## src/rtl/l2_port_arbiter.sv

```systemverilog
// N-port arbiter between the L1 caches and the shared L2: registered request capture,
// round-robin or fixed-priority selection, one outstanding downstream transaction.
module l2_port_arbiter #(
    parameter int unsigned NUM_PORTS  = 2,
    parameter int unsigned ADDR_WIDTH = 16,
    parameter int unsigned LINE_WIDTH = 128,
    parameter bit          RR_MODE    = 1'b1,
    localparam int unsigned GW        = (NUM_PORTS > 1) ? $clog2(NUM_PORTS) : 1
) (
    input  logic                             clk_i,
    input  logic                             reset_i,
    input  logic [NUM_PORTS-1:0]             req_read_i,
    input  logic [NUM_PORTS-1:0]             req_write_i,
    input  logic [NUM_PORTS*ADDR_WIDTH-1:0]  req_addr_i,
    input  logic [NUM_PORTS*LINE_WIDTH-1:0]  req_wdata_i,
    output logic [NUM_PORTS-1:0]             req_resp_o,
    output logic [LINE_WIDTH-1:0]            req_rdata_o,
    output logic                             dn_read_o,
    output logic                             dn_write_o,
    output logic [ADDR_WIDTH-1:0]            dn_addr_o,
    output logic [LINE_WIDTH-1:0]            dn_wdata_o,
    input  logic [LINE_WIDTH-1:0]            dn_rdata_i,
    input  logic                             dn_resp_i,
    output logic                             busy_o,
    output logic [GW-1:0]                    grant_id_o
);

    typedef enum logic [1:0] {StIdle, StIssue, StDone} state_e;

    state_e                  state_q, state_d;
    logic [GW-1:0]           ptr_q, ptr_d;
    logic [GW-1:0]           grant_q, grant_d;
    logic                    dn_read_q, dn_read_d;
    logic                    dn_write_q, dn_write_d;
    logic [ADDR_WIDTH-1:0]   dn_addr_q, dn_addr_d;
    logic [LINE_WIDTH-1:0]   dn_wdata_q, dn_wdata_d;
    logic [LINE_WIDTH-1:0]   rdata_q, rdata_d;
    logic [NUM_PORTS-1:0]    resp_q, resp_d;

    logic [NUM_PORTS-1:0]    req_any;
    logic [GW-1:0]           win;
    logic                    win_vld;
    logic                    win_rd, win_wr;
    logic [ADDR_WIDTH-1:0]   win_addr;
    logic [LINE_WIDTH-1:0]   win_wdata;

    assign req_any = req_read_i | req_write_i;

    // Scan from the far end so the last hit is the highest-priority requester.
    always_comb begin
        win     = '0;
        win_vld = 1'b0;
        if (RR_MODE) begin
            for (int off = int'(NUM_PORTS); off >= 1; off--) begin
                if (req_any[GW'((int'(ptr_q) + off) % int'(NUM_PORTS))]) begin
                    win     = GW'((int'(ptr_q) + off) % int'(NUM_PORTS));
                    win_vld = 1'b1;
                end
            end
        end else begin
            for (int i = int'(NUM_PORTS) - 1; i >= 0; i--) begin
                if (req_any[GW'(i)]) begin
                    win     = GW'(i);
                    win_vld = 1'b1;
                end
            end
        end
    end

    always_comb begin
        win_rd    = 1'b0;
        win_wr    = 1'b0;
        win_addr  = '0;
        win_wdata = '0;
        for (int i = 0; i < int'(NUM_PORTS); i++) begin
            if (GW'(i) == win) begin
                win_rd    = req_read_i[i];
                win_wr    = req_write_i[i];
                win_addr  = req_addr_i[i*ADDR_WIDTH +: ADDR_WIDTH];
                win_wdata = req_wdata_i[i*LINE_WIDTH +: LINE_WIDTH];
            end
        end
    end

    always_comb begin
        state_d    = state_q;
        ptr_d      = ptr_q;
        grant_d    = grant_q;
        dn_read_d  = dn_read_q;
        dn_write_d = dn_write_q;
        dn_addr_d  = dn_addr_q;
        dn_wdata_d = dn_wdata_q;
        rdata_d    = rdata_q;
        resp_d     = '0;
        unique case (state_q)
            StIdle: begin
                if (win_vld) begin
                    state_d    = StIssue;
                    ptr_d      = win;
                    grant_d    = win;
                    // A write wins over a simultaneous read on the same port.
                    dn_write_d = win_wr;
                    dn_read_d  = win_rd & ~win_wr;
                    dn_addr_d  = win_addr;
                    dn_wdata_d = win_wdata;
                end
            end
            StIssue: begin
                if (dn_resp_i) begin
                    state_d    = StDone;
                    dn_read_d  = 1'b0;
                    dn_write_d = 1'b0;
                    if (dn_read_q) begin
                        rdata_d = dn_rdata_i;
                    end
                    for (int i = 0; i < int'(NUM_PORTS); i++) begin
                        resp_d[i] = (GW'(i) == grant_q);
                    end
                end
            end
            StDone: begin
                state_d = StIdle;
            end
            default: begin
                state_d = StIdle;
            end
        endcase
    end

    always_ff @(posedge clk_i) begin
        if (reset_i) begin
            state_q    <= StIdle;
            ptr_q      <= GW'(NUM_PORTS - 1);
            grant_q    <= '0;
            dn_read_q  <= 1'b0;
            dn_write_q <= 1'b0;
            dn_addr_q  <= '0;
            dn_wdata_q <= '0;
            rdata_q    <= '0;
            resp_q     <= '0;
        end else begin
            state_q    <= state_d;
            ptr_q      <= ptr_d;
            grant_q    <= grant_d;
            dn_read_q  <= dn_read_d;
            dn_write_q <= dn_write_d;
            dn_addr_q  <= dn_addr_d;
            dn_wdata_q <= dn_wdata_d;
            rdata_q    <= rdata_d;
            resp_q     <= resp_d;
        end
    end

    assign req_resp_o  = resp_q;
    assign req_rdata_o = rdata_q;
    assign dn_read_o   = dn_read_q;
    assign dn_write_o  = dn_write_q;
    assign dn_addr_o   = dn_addr_q;
    assign dn_wdata_o  = dn_wdata_q;
    assign busy_o      = (state_q != StIdle);
    assign grant_id_o  = grant_q;

endmodule

```

## config.mk

```make
export PLATFORM = sky130hd
export DESIGN_NAME = l2_port_arbiter
export DESIGN_NICKNAME = d
export VERILOG_FILES = /design/src/rtl/l2_port_arbiter.sv
export SDC_FILE = /design/constraint.sdc
export NUM_CORES = 1
export LEC_CHECK = 0
export CORE_AREA = 3 3 269 271
export CTS_CLUSTER_SIZE = 12
export DETAILED_ROUTE_END_ITERATION = 8
export DIE_AREA = 0 0 272 274
export MAX_ROUTING_LAYER = met4
export SYNTH_ARGS = -nofsm -noshare
export SYNTH_HDL_FRONTEND = slang
export SYNTH_SLANG_ARGS = --single-unit
```

## constraint.sdc

```tcl
create_clock -name clk_i -period 1.3 [get_ports clk_i]
set_input_delay 0.195 -clock clk_i [delete_from_list [all_inputs] [get_ports clk_i]]
set_output_delay 0.195 -clock clk_i [all_outputs]
set_load 0.02 [all_outputs]
```

==> results of run 1 <==
==> cells in the mapped netlist, types with 2 or more instances <==
cell	number	share of area [%]
buf_2	54	2.3
buf_6	11	1.1
a211oi_2	130	14
nand2_1	256	8.2
buf_4	14	0.90
clkbuf_1	29	0.93
nor3_1	2	0.086
a211oi_1	15	0.96
nor2_1	149	4.8
nor2b_1	2	0.11
mux2i_1	144	12
a21oi_1	130	5.6
dfxtp_1	280	48
or2_1	2	0.11
==> layer usage <==
layer | routed length (um) | up-vias
li1 | - | 5677
met1 | 17600 | 5292
met5 | 0 | -
met2 | 23900 | 478
met3 | 3650 | 80
met4 | 1550 | 0
==> worst reg2reg max path, delay by kind of cell (launching register included) <==
kind	cells	cell delay, ns
buf+inv	3	0.66
flops	1	0.32
compound gates	1	0.14
simple gates	3	0.44
==> kinds of logic (layout without fill, tap and decap cells) <==
family	Yosys count	after routing	share of synthesized area [%]
flip-flops	280	280	47.9
buffers and inverters	110	866	5.26
AND/OR/NAND/NOR	417	417	13.7
multiplexers	144	144	12.3
XOR/XNOR	1	1	0.0748
AO/OA/AOI/OAI	278	278	20.8
==> state kept, by name, summed over array words and instances, names as in the netlist <==
name,cells
dn_addr_o,16
ptr_q,1
dn_read_o,1
req_resp_o,2
grant_id_o,1
req_rdata_o,128
dn_write_o,1
state_q,2
dn_wdata_o,128
==> per-stage QoR <==
stage          util, %  worst slack [ns]  std cells
4_1_cts           30.4            -0.344       2926
3_5_place_dp      29.0            -0.439       2864
3_3_place_gp      29.0            -0.416       2864
5_1_grt           30.5            -0.431       2926
2_1_floorplan        -           -0.0489       1230
6_report          30.5            -0.361       2926
==> path summary, 6_finish.rpt <==
kind,slack (ns),start,cells after the start,end
max reg2reg,-0.36,state_q[1],7,dn_wdata_o[51]
min reg2reg,0.45,req_rdata_o[72],2,req_rdata_o[72]
min,0.16,dn_rdata_i[55],3,req_rdata_o[55]
max,-0.36,state_q[1],7,dn_wdata_o[51]
==> report_power, final <==
part	switching [mW]	total, mW	internal, mW
logic	3.36	6.99	3.63
registers	0.419	9.69	9.28
clock network	3.55	8.57	5.02
==> area by class of cell <==
cell class,instances,area [um2]
Clock inverter,9,82.6
Fill cell,7224,48700
Sequential cell,280,5740
Clock buffer,47,916
Inverter,1,3.75
Tap cell,940,1180
Timing Repair Buffer,809,7890
Multi-Input combinational cell,840,5550
==> repair_timing <==
item / in CTS / in global routing
pin swaps: 2 / 1
hold buffers: 1 / 0
buffers inserted: 4 / 0
endpoints found under the hold margin: 13 / 0
gates resized for setup: 1609 / 17
endpoints found under the setup margin: 554 / 370
gates cloned: 1 / 0
==> impl_metrics.json, run 1 <==
{
  "critPathSlowestCell": "dfxtp_2",
  "end_kind": "flop",
  "grt_max_degree": 38,
  "maxClockFrequency_ghz": 0.602,
  "critPathBufInv": 3,
  "relSlewSlack_pct": 74.5,
  "grt_overflow": 0,
  "critPathTopFamily": "buffers and inverters",
  "ys_async_sr_fraction_pct": 0,
  "clk_latency_ns": 0.57,
  "area_delta_synth_final_pct": 82.5,
  "clock_path_buffers": 3,
  "outcome": "complete, but fails checks",
  "hold_slack_ns": 0.160,
  "syn_area_um2": 11700,
  "syn_inst": 1230,
  "place_congestion": 0.904,
  "drt_iter0_drc": 370,
  "synth_fp_nets": 1653,
  "tightest_slew_ns": 0.372,
  "path_clk_slew_ns": 0.06,
  "use_met1_pct": 12.6,
  "via_per_inst": 3.94,
  "dpl.hpwl_um": 37600,
  "setup_viol": 280,
  "start_util_pct": 16.7,
  "ys_warn_count": 0,
  "wl_per_cell_um": 16.0,
  "die_x_um": 272,
  "grtUsageMet3_pct": 3.01,
  "root_buffer": "clkbuf_16",
  "h-tree-depth": 1,
  "ir_worst_vdd_v": 0.000900,
  "cts_tree": "done",
  "grt_usage_pct": 12.0,
  "portBuffers": 700,
  "worstPathMaxFanout": 26,
  "row_count": 97,
  "num_vias": 11500,
  "final.setup.tns_ns": -63.14,
  "hold_class": "in -> reg",
  "crit_top_cell": "buf_4",
  "power_density_nw_per_um2": 1180,
  "period_minus_slack_ns": 1.66,
  "final_area_um2": 21400,
  "cts_inserted_buffers": 31,
  "synth_edf_count": 0,
  "rsz0062_at_grt": "true",
  "layout_commonest_cell": "clkdlybuf4s50_1",
  "ys.flop_type": "dfxtp_1",
  "arrival_ns": 2.14,
  "coreArea_um2": 70000,
  "grt_pass1_wl_um": 69600,
  "grt_pass1_vias": 12200,
  "cts.sinks": 280,
  "drcViolationCount": 0,
  "antennaDiodeCount": 0,
  "antenna_found_initial": 1,
  "final_cell_mix": "clkdlybuf4s50_1, nand2_1, buf_4",
  "path_cells": "or2_4, buf_4, nor2_4, buf_12, buf_4, nor2_1, a211oi_2",
  "leakage_nw": 8.74,
  "synth_seq_cells": 280,
  "finalClockSkew_ns": 0.0144,
  "use_met2_pct": 21.8,
  "fin_nets": 2386,
  "drt_first_pass_iters": 4,
  "ys_types": 26,
  "violations": "negative setup slack",
  "ant_nets": 0,
  "top_usage_layer": "met2",
  "max_stage_delay_ns": 0.32,
  "drive_above_1_share_pct": 34.7,
  "fin_ws_ns": -0.361,
  "cp.required_ns": 1.78,
  "die_h_um": 274,
  "critPathLaunchType": "flop",
  "power_mw": 25.3,
  "wl_um": 46700,
  "finalMaxSlewViolations": 0,
  "post_dp_cell_area_um2": 20300,
  "hold_viol_final": 0,
  "syn_avg_cell_area_um2": 9.52,
  "finalCritPeriodShare_pct": 128,
  "synth.yosys.seq_area_share_pct": 47.9,
  "maxCapViolations": 0,
  "timing_worst_setup_path_type": "reg -> reg",
  "ios": 701,
  "die_area_um2": 74500
}
Power figures use the tool's default switching activity.
==> run 2, diff against run 1 <==
- CELL_PAD_IN_SITES_DETAIL_PLACEMENT: not set -> 1
- CELL_PAD_IN_SITES_GLOBAL_PLACEMENT: not set -> 1
- CORE_AREA: 3 3 269 271 -> 3 3 268 270
- DIE_AREA: 0 0 272 274 -> 0 0 271 273
- PLACE_DENSITY_LB_ADDON: not set -> 0.1
==> impl_metrics.json, run 2 (same netlist as run 1, synthesis figures left out) <==
{
  "die_h_um": 273,
  "grt_max_degree": 47,
  "wl_um": 69400,
  "timing_worst_setup_path_type": "reg -> reg",
  "maxClockFrequency_ghz": 0.612,
  "finalCritPeriodShare_pct": 126,
  "r2r_setup_slack_ns": -0.33,
  "fin_ws_ns": -0.333,
  "start_util_pct": 16.8,
  "ant_nets": 0,
  "fin_nets": 2486,
  "cp.required_ns": 1.71,
  "antenna_found_initial": 8,
  "tightest_slew_ns": 0.435,
  "arrival_ns": 2.04,
  "combPwrFrac_pct": 30.2,
  "final_cell_mix": "clkdlybuf4s50_1, dfxtp_1, nand2_1",
  "h-tree-depth": 2,
  "wl_per_cell_um": 22.9,
  "dpl.hpwl_um": 51100,
  "ir_worst_vdd_v": 0.000657,
  "via_per_inst": 4.07,
  "use_met2_pct": 31.5,
  "dp.cells": 2890,
  "critPathLaunch": "state_q[1]",
  "swShare_pct": 29.6,
  "die_area_um2": 74000,
  "power_frac_clock_pct": 37.0,
  "layout_commonest_cell": "clkdlybuf4s50_1",
  "path_clk_slew_ns": 0.06,
  "hold_viol_final": 0,
  "num_vias": 12400,
  "die_x_um": 271,
  "leakage_nw": 9.72,
  "final_area_um2": 23300,
  "seqCellArea_um2": 5660,
  "outcome": "complete, but fails checks",
  "use_met1_pct": 18.5,
  "post_dp_cell_area_um2": 20800,
  "intPower_mw": 20.7,
  "cp-endpoint": "dn_wdata_o[35]",
  "finalMaxSlewViolations": 0,
  "clk_latency_ns": 0.54,
  "grtUsageMet3_pct": 5.14,
  "fillers": 7802,
  "maxCapViolations": 0,
  "period_minus_slack_ns": 1.63,
  "grt_pass1_vias": 13000,
  "area_delta_synth_final_pct": 99.4,
  "ios": 701,
  "cts.sinks": 280,
  "setup_viol": 278,
  "power_density_nw_per_um2": 1260,
  "end_kind": "flop",
  "cts_inserted_buffers": 38,
  "portBuffers": 700,
  "place_congestion": 0.853,
  "grt_pass1_wl_um": 93300,
  "critPathLaunchType": "flop",
  "root_buffer": "clkbuf_16",
  "row_count": 97,
  "worstPathMaxFanout": 6,
  "power_mw": 29.4,
  "rsz0062_at_grt": "true",
  "reg2regPathDepth": 8,
  "finalClockSkew_ns": 0.0155,
  "multiInputGateArea_um2": 5820,
  "clock_path_buffers": 3,
  "switchingPower_mw": 8.70,
  "top_usage_layer": "met2",
  "grt_overflow": 0,
  "drt_iter0_drc": 281,
  "violations": "negative setup slack",
  "grt_usage_pct": 17.6,
  "drt_first_pass_iters": 4,
  "reg2reg_to": "dn_wdata_o[35]",
  "cts_tree": "done",
  "cts_hold_repair.buffers": 0,
  "r2r-start": "state_q[1]",
  "drcViolationCount": 0,
  "hold_class": "in -> reg",
  "relSlewSlack_pct": 70.2,
  "coreArea_um2": 69800,
  "fin_cells": 3037,
  "drive_above_1_share_pct": 38.2,
  "dp_slack_ns": -0.457,
  "p_seq_share_pct": 32.9
}
## run 2: changes by cell type in the layout (fill, tap and decap cells not counted), moves of 14 or more
cell and delta:
buf_12 +41, buf_16 +15, buf_2 +81, buf_6 -82, clkbuf_16 +33, dfxtp_1 +62, dfxtp_2 -61, nand2_1 -16
nand2_2 +16, nor2_1 -18, nor2_2 +14
## run 2: layout make-up
class                           instances  share of cell area (%)
Tap cell                              940                    5.04
Clock inverter                         10                   0.675
Inverter                                1                  0.0161
Sequential cell                       280                    24.3
Multi-Input combinational cell        840                    24.9
Timing Repair Buffer                  902                    40.2
Clock buffer                           55                    4.78
Antenna cell                            9                  0.0965
## run 2: worst max-delay path, cell delays in order, from the launching register on
cell and delay, ns:
dfxtp_4 0.34, or2_4 0.27, nor2_4 0.17, buf_6 0.12, buf_12 0.14, buf_12 0.13
buf_12 0.12, clkbuf_16 0.15, a211oi_2 0.06
## run 2: timing repair
item / in CTS / in global routing
pin swaps: 11 / 18
setup endpoints to repair: 536 / 391
gates cloned: 13 / 28
gates resized for setup: 1273 / 255
setup buffers: 12 / 24
## run 2: power by group through the flow
stage               Combinational [mW]  Sequential [mW]  Clock, mW
global route                      9.40             9.73       11.7
detailed placement                7.89             9.79          0
global placement                  7.84             9.76          0
finish                            8.86             9.65       10.9
floorplan                         2.81             10.5          0
CTS                               8.27             9.61       11.3
## run 2: worst min path at each step
stage               startpoint              end  slack, ns  depth (start not counted)
2_1_floorplan    dn_rdata_i[0]   req_rdata_o[0]       0.33                          2
3_3_place_gp   req_rdata_o[59]  req_rdata_o[59]       0.44                          2
3_5_place_dp    req_rdata_o[8]   req_rdata_o[8]       0.45                          2
4_1_cts                reset_i  req_rdata_o[74]       0.03                          2
5_1_grt                reset_i        dn_read_o       0.04                          2
6_report               reset_i        dn_read_o       0.06                          2
## run 2: per-stage QoR
stage	TNS (ns)	utilization (%)	hold slack [ns]
global route	-90.00	33.4	0.0424
CTS	-63.28	31.3	0.0306
detailed placement	-107.26	29.9	0.448
floorplan	-9.06	-	0.331
global placement	-95.58	29.9	0.441
finish	-69.47	33.4	0.0640
## run 2: per-layer routing
metal / routed length, um / up-vias
li1: - / 5925
met1: 27000 / 5990
met2: 36400 / 376
met3: 4260 / 77
met4: 1780 / 0
met5: 0 / -
==> run 3, diff against run 2 <==
- CTS_CLUSTER_DIAMETER: not set -> 50
- RECOVER_POWER: not set -> 50
- TNS_END_PERCENT: not set -> 1
==> impl_metrics.json, run 3 (same netlist as run 1, synthesis figures left out) <==
{
  "clock_path_buffers": 3,
  "cts.sinks": 280,
  "die_h_um": 273,
  "fillers": 7778,
  "fin_nets": 2433,
  "cp-endpoint": "busy_o",
  "grt_usage_pct": 16.3,
  "place_congestion": 0.814,
  "wl_per_cell_um": 20.8,
  "finalMaxSlewViolations": 0,
  "relSlewSlack_pct": 72.5,
  "critPathSlowestCell": "dfxtp_2",
  "ant_nets": 0,
  "row_count": 97,
  "clk_latency_ns": 0.58,
  "maxClockFrequency_ghz": 0.591,
  "num_vias": 12000,
  "area_delta_synth_final_pct": 99.6,
  "critPathLaunch": "state_q[1]",
  "drcViolationCount": 0,
  "die_area_um2": 74000,
  "r2r-start": "state_q[1]",
  "power_density_nw_per_um2": 1340,
  "drt_first_pass_iters": 4,
  "r2r_setup_slack_ns": -0.34,
  "power_mw": 31.4,
  "cp.required_ns": 1.11,
  "rsz0062_at_grt": "true",
  "reg2reg_to": "dn_wdata_o[46]",
  "drt_iter0_drc": 280,
  "arrival_ns": 1.50,
  "grt_overflow": 0,
  "wl_um": 62400,
  "tightest_slew_ns": 0.400,
  "outcome": "complete, but fails checks",
  "hold_slack_ns": 0.144,
  "ios": 701,
  "finalClockSkew_ns": 0.0185,
  "reg2regPathDepth": 8,
  "timing_worst_setup_path_type": "reg -> out",
  "via_per_inst": 4.01,
  "setup_viol": 284,
  "leakage_nw": 9.46,
  "cts_tree": "done",
  "final_area_um2": 23400,
  "end_kind": "output pin",
  "critPathLaunchType": "flop",
  "grt_pass1_wl_um": 87400,
  "worstPathMaxFanout": 2,
  "path_clk_slew_ns": 0.05,
  "drive_above_1_share_pct": 43.0,
  "final_cell_mix": "clkdlybuf4s50_1, nand2_1, buf_6",
  "hold_class": "in -> reg",
  "coreArea_um2": 69800,
  "grt_max_degree": 49,
  "hold_viol_final": 0,
  "cts_inserted_buffers": 53,
  "antenna_found_initial": 4,
  "ir_worst_vdd_v": 0.000959,
  "finalCritPeriodShare_pct": 130,
  "portBuffers": 700,
  "fin_ws_ns": -0.391,
  "layout_commonest_cell": "clkdlybuf4s50_1",
  "dpl.hpwl_um": 49000,
  "maxCapViolations": 0,
  "crit_top_cell": "buf_6",
  "max_stage_delay_ns": 0.32,
  "period_minus_slack_ns": 1.69,
  "h-tree-depth": 2,
  "violations": "negative setup slack",
  "root_buffer": "clkbuf_16",
  "start_util_pct": 16.8,
  "grt_pass1_vias": 12800,
  "die_x_um": 271,
  "post_dp_cell_area_um2": 20700,
  "path_cells": "or2_4, buf_6, buf_6, buf_6"
}
-- run 3: worst min path at each step --
stage               startpoint                to  depth (start not counted)
2_1_floorplan    dn_rdata_i[0]    req_rdata_o[0]                          2
3_3_place_gp   req_rdata_o[40]   req_rdata_o[40]                          2
3_5_place_dp   req_rdata_o[88]   req_rdata_o[88]                          2
4_1_cts         dn_rdata_i[37]   req_rdata_o[37]                          3
5_1_grt        dn_rdata_i[127]  req_rdata_o[127]                          3
6_report        dn_rdata_i[12]   req_rdata_o[12]                          3
-- run 3: critical path, delay by kind of cell, from the launching register on --
| kind | cells | cell delay, ns |
|---|---|---|
| buffers and inverters | 3 | 0.36 |
| flip-flops | 1 | 0.32 |
| AND/OR/NAND/NOR | 1 | 0.25 |
-- run 3: layer usage --
metal  vias to the layer above  track usage (%)  wire length [um]  part of all wire [%]
li1                       5800                -                 -                     -
met1                      5787             16.5             22800                    37
met2                       339             30.5             34200                    55
met3                        77             4.58              3840                   6.2
met4                         0             4.81              1520                   2.4
met5                         -                -                 0                     0
-- run 3: repair_timing --
item | in CTS | in global routing
endpoints found under the hold margin | 10 | 0
pin swaps | 4 | 4
resized for setup | 1057 | 861
cloned | 0 | 5
buffers inserted | 3 | 8
endpoints found under the setup margin | 552 | 464
hold buffers | 1 | 0
-- run 3: layout make-up --
cell class | count | area [um2] | share of cell area, %
diodes | 5 | 12.5 | 0.0536
clock buffers | 65 | 1420 | 6.09
clock inverters | 28 | 340 | 1.46
inverters | 1 | 3.75 | 0.0161
multi-input cells | 840 | 5640 | 24.1
flip-flops and latches | 280 | 5880 | 25.2
well taps | 940 | 1180 | 5.04
repair buffers | 834 | 8890 | 38.0
-- run 3: per-stage QoR --
step           setup TNS [ns]  instances  util [%]  setup WS (ns)
6_report               -66.63       2993      33.5         -0.391
5_1_grt                -94.64       2992      33.5         -0.455
4_1_cts                -99.61       2975      32.4         -0.454
3_5_place_dp          -104.62       2878      29.7         -0.458
3_3_place_gp           -93.24       2878      29.7         -0.410
2_1_floorplan           -7.34       1230         -        -0.0491
-- run 3: report_power, final --
group          switching [mW]  leakage, nW  internal, mW  total (mW)
sequential              0.453         2.38          9.33        9.78
combinational            3.75         6.25          4.21        7.95
clock                    5.02        0.831          8.61        13.6
total                    9.22         9.46          22.1        31.4
